`src/rtl/m__fetch_stage_if.sv`:
```
// Instruction-memory request/acknowledge bus between the fetch stage and imem.
interface m__fetch_stage_if;
   logic        imemReq__o;
   logic [31:0] imemAddr__o;
   logic        imemAck__i;
   logic [31:0] imemData__i;

   modport master (output imemReq__o, output imemAddr__o,
                   input  imemAck__i, input  imemData__i);
   modport slave  (input  imemReq__o, input  imemAddr__o,
                   output imemAck__i, output imemData__i);
endinterface

```
`src/rtl/m__fetch_stage.sv`:
```
// Instruction fetch stage: req/ack fetch from imem into the IF/ID register,
// PC write-enable generation, and handling of memory waits, stalls and flushes.
//
// state | meaning
// ISSUE | latch PC into addr_q, no request outstanding
// WAIT  | request outstanding for addr_q, result still wanted
// HOLD  | fetched word parked in buf_q while decode is stalled
// DROP  | request outstanding but squashed; wait out the ack and discard it
module m__fetch_stage (
   input  logic                   clock__i,
   input  logic                   reset__i,
   input  logic [31:0]            pc__i,
   output logic                   pcWrite__o,
   m__fetch_stage_if.master       imem,
   input  logic                   stall__i,
   input  logic                   flush__i,
   output logic [31:0]            ifidInstr__o,
   output logic [31:0]            ifidPc__o,
   output logic [31:0]            ifidPcPlus4__o,
   output logic                   ifidValid__o
);

   localparam logic [31:0] NOP_INSTR = 32'h0000_0000;
   localparam logic [31:0] PC_INCR   = 32'd4;

   typedef enum logic [1:0] {ISSUE, WAIT, HOLD, DROP} state_t;

   state_t      state_q, state_d;
   logic [31:0] addr_q, addr_d;
   logic [31:0] buf_q, buf_d;
   logic [31:0] instr_q, instr_d;
   logic [31:0] pc_q, pc_d;
   logic [31:0] pc4_q, pc4_d;
   logic        valid_q, valid_d;

   logic        req;
   logic        addr_we;
   logic        buf_we;
   logic        load_mem;
   logic        load_buf;

   // State register; async reset returns to ISSUE so the request drops at once.
   always_ff @(posedge clock__i or posedge reset__i) begin
      if (reset__i) state_q <= ISSUE;
      else          state_q <= state_d;
   end

   // Next-state selection; flush always outranks stall.
   always_comb begin
      state_d = state_q;
      case (state_q)
         ISSUE: state_d = flush__i ? ISSUE : WAIT;
         WAIT: begin
            if (imem.imemAck__i) begin
               if (flush__i)      state_d = ISSUE;
               else if (stall__i) state_d = HOLD;
               else               state_d = ISSUE;
            end else if (flush__i) begin
               state_d = DROP;
            end
         end
         HOLD: if (flush__i || !stall__i) state_d = ISSUE;
         DROP: if (imem.imemAck__i) state_d = ISSUE;
         default: state_d = ISSUE;
      endcase
   end

   // Per-state control strobes for the datapath and the memory request.
   always_comb begin
      req      = 1'b0;
      addr_we  = 1'b0;
      buf_we   = 1'b0;
      load_mem = 1'b0;
      load_buf = 1'b0;
      case (state_q)
         ISSUE: addr_we = 1'b1;
         WAIT: begin
            req = 1'b1;
            if (imem.imemAck__i && !flush__i) begin
               if (stall__i) buf_we   = 1'b1;
               else          load_mem = 1'b1;
            end
         end
         HOLD: if (!flush__i && !stall__i) load_buf = 1'b1;
         DROP: req = 1'b1;
         default: ;
      endcase
   end

   assign imem.imemReq__o  = req;
   assign imem.imemAddr__o = addr_q;
   // Gated by reset so the PC is never written while the stage is held in reset.
   assign pcWrite__o       = !reset__i && (load_mem || load_buf || flush__i);

   // Datapath next values: fetch address, stall buffer and IF/ID register.
   always_comb begin
      addr_d  = addr_we ? pc__i : addr_q;
      buf_d   = buf_we ? imem.imemData__i : buf_q;
      instr_d = instr_q;
      pc_d    = pc_q;
      pc4_d   = pc4_q;
      valid_d = valid_q;
      if (flush__i) begin
         instr_d = NOP_INSTR;
         valid_d = 1'b0;
      end else if (stall__i) begin
         valid_d = valid_q;
      end else if (load_mem || load_buf) begin
         instr_d = load_mem ? imem.imemData__i : buf_q;
         pc_d    = addr_q;
         pc4_d   = addr_q + PC_INCR;
         valid_d = 1'b1;
      end else begin
         instr_d = NOP_INSTR;
         valid_d = 1'b0;
      end
   end

   // Datapath registers.
   always_ff @(posedge clock__i or posedge reset__i) begin
      if (reset__i) begin
         addr_q  <= '0;
         buf_q   <= '0;
         instr_q <= NOP_INSTR;
         pc_q    <= '0;
         pc4_q   <= '0;
         valid_q <= 1'b0;
      end else begin
         addr_q  <= addr_d;
         buf_q   <= buf_d;
         instr_q <= instr_d;
         pc_q    <= pc_d;
         pc4_q   <= pc4_d;
         valid_q <= valid_d;
      end
   end

   assign ifidInstr__o   = instr_q;
   assign ifidPc__o      = pc_q;
   assign ifidPcPlus4__o = pc4_q;
   assign ifidValid__o   = valid_q;

endmodule
```
`src/flat_wrapper.sv`:
```
// flat-port wrapper written by rule: the top's interface ports become plain ports
module m__fetch_stage_flat 
  (clock__i, reset__i, pc__i, pcWrite__o, stall__i, flush__i, ifidInstr__o, ifidPc__o, ifidPcPlus4__o, ifidValid__o, imem_imemReq__o, imem_imemAddr__o, imem_imemAck__i, imem_imemData__i);
  m__fetch_stage_if imem_i ();
  input  logic clock__i;
  input  logic reset__i;
  input  logic [31:0] pc__i;
  output logic pcWrite__o;
  input  logic stall__i;
  input  logic flush__i;
  output logic [31:0] ifidInstr__o;
  output logic [31:0] ifidPc__o;
  output logic [31:0] ifidPcPlus4__o;
  output logic ifidValid__o;
  output wire logic [$bits(imem_i.imemReq__o)-1:0] imem_imemReq__o;
  output wire logic [$bits(imem_i.imemAddr__o)-1:0] imem_imemAddr__o;
  input wire logic [$bits(imem_i.imemAck__i)-1:0] imem_imemAck__i;
  input wire logic [$bits(imem_i.imemData__i)-1:0] imem_imemData__i;
  assign imem_imemReq__o = imem_i.imemReq__o;
  assign imem_imemAddr__o = imem_i.imemAddr__o;
  assign imem_i.imemAck__i = imem_imemAck__i;
  assign imem_i.imemData__i = imem_imemData__i;
  m__fetch_stage u_core (.clock__i(clock__i), .reset__i(reset__i), .pc__i(pc__i), .pcWrite__o(pcWrite__o), .imem(imem_i), .stall__i(stall__i), .flush__i(flush__i), .ifidInstr__o(ifidInstr__o), .ifidPc__o(ifidPc__o), .ifidPcPlus4__o(ifidPcPlus4__o), .ifidValid__o(ifidValid__o));
endmodule
```
`config.mk`:
```
export PLATFORM = sky130hd
export DESIGN_NAME = m__fetch_stage_flat
export DESIGN_NICKNAME = d
export VERILOG_FILES = /design/src/rtl/m__fetch_stage_if.sv /design/src/rtl/m__fetch_stage.sv /design/src/flat_wrapper.sv
export SDC_FILE = /design/constraint.sdc
export NUM_CORES = 1
export LEC_CHECK = 0
export CORE_ASPECT_RATIO = 0.8
export CORE_MARGIN = 3
export CORE_UTILIZATION = 50
export CTS_BUF_LIST = sky130_fd_sc_hd__clkbuf_16
export CTS_CLUSTER_SIZE = 10
export DETAILED_ROUTE_END_ITERATION = 12
export PLACE_DENSITY = 0.87
export SYNTH_ARGS = -nofsm -noshare
export SYNTH_HDL_FRONTEND = slang
export SYNTH_SLANG_ARGS = --single-unit
```
`constraint.sdc`:
```
create_clock -name clock__i -period 11.69 [get_ports clock__i]
set_input_delay 2.9225 -clock clock__i [delete_from_list [all_inputs] [get_ports clock__i]]
set_output_delay 2.9225 -clock clock__i [all_outputs]
set_load 0.02 [all_outputs]
```
Word-level counts from Yosys, hierarchy flattened
Index checks and enable logic that the tools add are counted.
{"block": "op_classes", "addsub": 1, "n_eq_ne": 7, "muxes": 25, "bitwise": 2, "reduce_logical": 13}
{"op": "$mux 32", "n": 4}
{"op": "$add 32x3->32 const B", "n": 1}
{"op": "$mux 1", "n": 14}
{"op": "$mux 2", "n": 6}
{"op": "$pmux 2 s4", "n": 1}
{"op": "$reduce_and 3->1", "n": 2}
{"op": "$eq 2x2->1 const B", "n": 2}
{"op": "$ne 2x1->1 const B", "n": 2}
{"op": "$logic_and 1x1->1", "n": 3}
{"op": "$logic_not 1->1", "n": 3}
{"op": "$logic_or 1x1->1", "n": 3}
{"op": "$ne 3x3->1 const B", "n": 1}
{"op": "$eq 2x1->1 const B", "n": 1}
{"op": "$logic_not 2->1", "n": 1}
{"op": "$ne 2x2->1 const B", "n": 1}
{"op": "$not 1->1", "n": 2}
{"op": "$reduce_or 2->1", "n": 1}
{"block": "word_totals", "ff_bits": 163, "input_bits": 69, "out_inout_bits": 131, "elab_cells": 55}

Depth between registers and ports, before layout
{"block": "logic_depth", "depth_word": 8, "depth_mapped": 7, "ltp_nobuf": 5}

Worst setup path before layout
Ideal clock, no wire load.
{"block": "synth_path", "path_type": "input port to output port", "startpoint": "in flush__i", "endpoint": "out pcWrite__o", "arrival_ns": 4.292, "setup_slack_ns": 4.476, "cell_stages": 5, "n_path_buf": 2, "cell_sequence": "clkbuf_1 a211oi_1 clkbuf_1 nor2_1 nor2_1"}
{"block": "synth_between", "elab_chain_len": 7, "elab_cells_between_ends": 10, "classes_between": "mux: 4; reduce/logical: 6"}
{"element": "start, declared", "line_no": "flat_wrapper.sv:10", "source": "input logic flush__i;"}
{"element": "$logic_not 1->1", "line_no": "m__fetch_stage.sv:79, m__fetch_stage.sv:84"}
{"element": "$logic_and 1x1->1, on equally long branches", "line_no": "m__fetch_stage.sv:79, m__fetch_stage.sv:84"}
{"element": "$mux 1, on equally long branches", "line_no": "m__fetch_stage.sv:79, m__fetch_stage.sv:84"}
{"element": "$mux 1", "line_no": "m__fetch_stage.sv:75", "source": "case (state_q)"}
{"element": "$logic_or 1x1->1", "line_no": "m__fetch_stage.sv:93", "source": "assign pcWrite__o = !reset__i && (load_mem || load_buf || flush__i);"}
{"element": "$logic_or 1x1->1 (*)", "line_no": "m__fetch_stage.sv:93"}
{"element": "$logic_and 1x1->1 (*)", "line_no": "m__fetch_stage.sv:93"}
{"element": "end, declared", "line_no": "flat_wrapper.sv:8", "source": "output logic pcWrite__o;"}
Mark *: on every way between the ends. The rest lies on a longest branch, timed or not.

Final worst setup path
{"block": "layout_path", "startpoint": "in imem_imemAck__i", "endpoint": "out pcWrite__o"}
{"block": "layout_between", "elab_chain_len": 6}
{"element": "start, declared", "line_no": "flat_wrapper.sv:17", "source": "input wire logic [$bits(imem_i.imemAck__i)-1:0] imem_imemAck__i;"}
{"element": "$logic_and 1x1->1", "line_no": "m__fetch_stage.sv:79", "source": "if (imem.imemAck__i && !flush__i) begin"}
{"element": "$mux 1", "line_no": "m__fetch_stage.sv:79"}
{"element": "$mux 1", "line_no": "m__fetch_stage.sv:75"}
{"element": "$logic_or 1x1->1 (2 in a row)", "line_no": "m__fetch_stage.sv:93"}
{"element": "$logic_and 1x1->1", "line_no": "m__fetch_stage.sv:93"}
No other way between the ends.

==> summary.md <==
| Metric | Value |
|---|---|
| Netlist Area Pre-Place | 0.00686 mm² |
| Residual DRC count | 0 |
| Synth Register Bits | 161 |
| Fin. max-slew vios | 0 |
| Insertion delay to the later sink of the worst-skew pair | 410 ps |
| Mean area per synthesized cell | 10.9 µm² |
| Relative slew slack | 28.2% |
| Synthesized instance count | 629 |
| Pre-CTS setup slack | 3470 ps |
| Number of cell rows | 37 |
| RePlAce Congestion | 0.830 |
| Worst setup path class | in -> out |
| Synthesis-to-layout area growth | 38.6% |
| Post-route clock period utilization | 70.4% |
| Crit path capture type | primary output |
| Post-route minimum period | 8230 ps |
| Area occupied by multi-input gates | 0.00265 mm² |
| I/O Buffers | 199 |
| Hold Path Sink | u_core.ifidPc__o[12]$_DFFE_PP0P_ |
| Pre-antenna DRT Iters | 5 |
| Post-DP HPWL | 12.2 mm |
| Top post-synthesis cells by count | dfrtp_1 (161), nand2_1 (145), o21ai_1 (54) |
| Maximum clock rate | 0.121 GHz |
| RSZ-0062 raised after global routing | no |
| Die Ht | 111 µm |
| Crit start category | input port |
| Cts repair resizes | 0 |
| Tot GR Track Use | 24.3% |
| LEAKAGE | 3.97 nW |
| Antenna diodes | 0 |
| Final setup violating endpoints | 0 |
| Most frequently used flop master after synthesis | dfrtp_1 |
| Total of max-cap violations | 0 |
| Core area | 0.0131 mm² |
| Crit path arrival time | 5310 ps |
| Via count | 5,458 |
| Power Total | 0.00241 W |
| Overflow after GRT | 0 |
| Worst slew pin tran | 1070 ps |
| Pwr Density | 254 mW/mm² |
| Flip-flop and latch area | 0.00403 mm² |
| R2R cell count | 5 |
| Worst vdd ir | 0.191 mV |
| Number of global-route vias before repair | 5,611 |
| Largest net degree at the start of global routing | 100 |
| Required time of the critical path | 8770 ps |
| Setup Fix Bufs, Post-CTS | 0 |
| Flop-to-flop setup slack | 9060 ps |
| Post-synthesis cell type count | 37 |
| Hold path depth | 2 |
| Die W | 137 µm |
| Worst Clk Skew | 10.5 ps |
| Worst-path clk slew | 60 ps |
| Yosys top cell by area | dfrtp_1 |
| Top Ports | 200 |
| Setup_tns | 0 ps |
| Hold Path Class | reg -> reg |
| Most frequent cell after synthesis | dfrtp_1 |
| Status | completed |
| Number of synthesized flops with an enable pin | 0 |
| Post-route setup slack | 3460 ps |
| CTS max path bufs | 2 |
| Initial antenna violation count | 0 |
| Final #Nets | 878 |
| CTS tree | yes |
| Register area share after synthesis | 58.7% |
| Antenna Violating Nets Remaining | 0 |
| Final WL | 18.0 mm |
| Top-area cell type share of the netlist area | 58.7% |
| First-pass GRT wire length | 29.2 mm |
| Wire per inst | 18.0 µm |
| Die Area | 0.0152 mm² |
| Cts hold-fix bufs | 0 |
| CTS Buf Count | 17 |
| Synth warn | 0 |
| Drt initial violations | 379 |
| Initial Util | 52.2% |
| Min-delay src | u_core.ifidPc__o[12]$_DFFE_PP0P_ |
| Final hold violations | 0 |
| Fillers | 912 |
| Crit Path Max Fanout | 61 |
| Reg2reg start | u_core.imem.imemAddr__o[3]$_DFFE_PP0N_ |
| Clk root buf | clkbuf_16 |
| Share of cells above drive strength 1 | 9.14% |
| Syn_nets | 699 |
| RR Endpoint | u_core.ifidPcPlus4__o[30]$_DFFE_PP0P_ |
| Routed vias/inst | 5.48 |
| CTS Sinks | 161 |
| Async SR Flop Fraction | 100% |
| Ranking of synthesized cells by area | dfrtp_1 (59%), nand2_1 (7.9%), mux2_2 (6.1%) |
| Htree depth | 4 |
==> worst max-delay path: stages <==
cell and delay [ps]:
clkdlybuf4s50_1 490, nand3b_1 250, a211oi_4 280, buf_4 550, nor2_1 80, nor2_1 100, clkdlybuf4s50_1 610
==> through the flow <==
| stage | cells | instance area, µm² | utilization (%) | hold slack (ps) |
|---|---|---|---|---|
| floorplan | 629 | 6860 | - | 457 |
| finish | 996 | 9500 | 72.3 | 477 |
| detailed placement | 964 | 8950 | 68.1 | 465 |
| CTS | 996 | 9500 | 72.3 | 480 |
| global route | 996 | 9500 | 72.3 | 506 |
| global placement | 964 | 8950 | 68.1 | 460 |
==> sequential cells by signal (all words and copies together) (netlist names) <==
register,flops
u_core.ifidPc__o,30
u_core.imem.imemAddr__o,32
u_core.buf_q,32
u_core.ifidValid__o,1
u_core.state_q,2
u_core.ifidPcPlus4__o,32
u_core.ifidInstr__o,32
==> cell families after synthesis <==
kind of cell	count (synthesis)	share of synthesized area (%)
simple gates	218	14.2
mux	91	14.3
compound gates	96	7.90
fa+ha+maj	1	0.182
xor+xnor	11	1.40
flops	161	58.7
buf+inv	51	3.21
==> worst max path at each step <==
| stage | from | endpoint | slack, ps | cells after the start |
|---|---|---|---|---|
| final | imem_imemAck__i | pcWrite__o | 3460 | 7 |
| after floorplan | reset__i | u_core.buf_q[0]$_DFFE_PP0P_ | 4420 | 1 |
| after CTS | imem_imemAck__i | pcWrite__o | 3460 | 7 |
| after detailed placement | imem_imemAck__i | pcWrite__o | 3470 | 7 |
| after global placement | imem_imemAck__i | pcWrite__o | 3530 | 7 |
| after global routing | imem_imemAck__i | pcWrite__o | 3270 | 7 |
==> power by group <==
part	leakage (nW)	switching (W)	internal [W]	total, W
clock network	0.271	0.000211	0.000308	0.000519
logic	1.70	0.000483	0.000455	0.000938
registers	2.00	0.000183	0.000772	0.000955
total	3.97	0.000876	0.00154	0.00241
==> layout by cell type, fill, tap and decap left out, drive strengths merged, types with 2 or more instances in the layout <==
cell type | Yosys | routed
clkdlybuf4s50 | 0 | 199
dfrtp | 161 | 161
nand2 | 145 | 145
o21ai | 64 | 64
mux2 | 57 | 57
mux2i | 34 | 34
nor2 | 20 | 20
clkbuf | 31 | 17
a31oi | 16 | 16
or4 | 14 | 14
nand3 | 12 | 12
o31ai | 11 | 11
clkinv | 0 | 11
inv | 8 | 9
or3 | 7 | 7
nand4 | 7 | 7
xor2 | 6 | 6
xnor2 | 5 | 5
buf | 12 | 4
and3 | 3 | 3
nand2b | 2 | 2
o211ai | 2 | 2
nor3 | 2 | 2
bufinv | 0 | 2
==> layer usage <==
layer	track usage (%)	wire length, µm	vias to the layer above
li1	-	-	2526
met1	31.9	7410	2715
met2	39.2	9150	197
met3	6.17	1090	20
met4	8.24	305	0
met5	0	0	-
==> final cells by class <==
| type | instances | share of cell area [%] |
|---|---|---|
| clock inverter | 15 | 1.30 |
| inverter | 8 | 0.369 |
| multi-input combinational | 417 | 27.9 |
| tap | 175 | 2.30 |
| clock buffer | 17 | 4.48 |
| sequential | 161 | 42.4 |
| timing repair buffer | 203 | 21.3 |
Note: power is estimated with default switching activity, not from simulation.
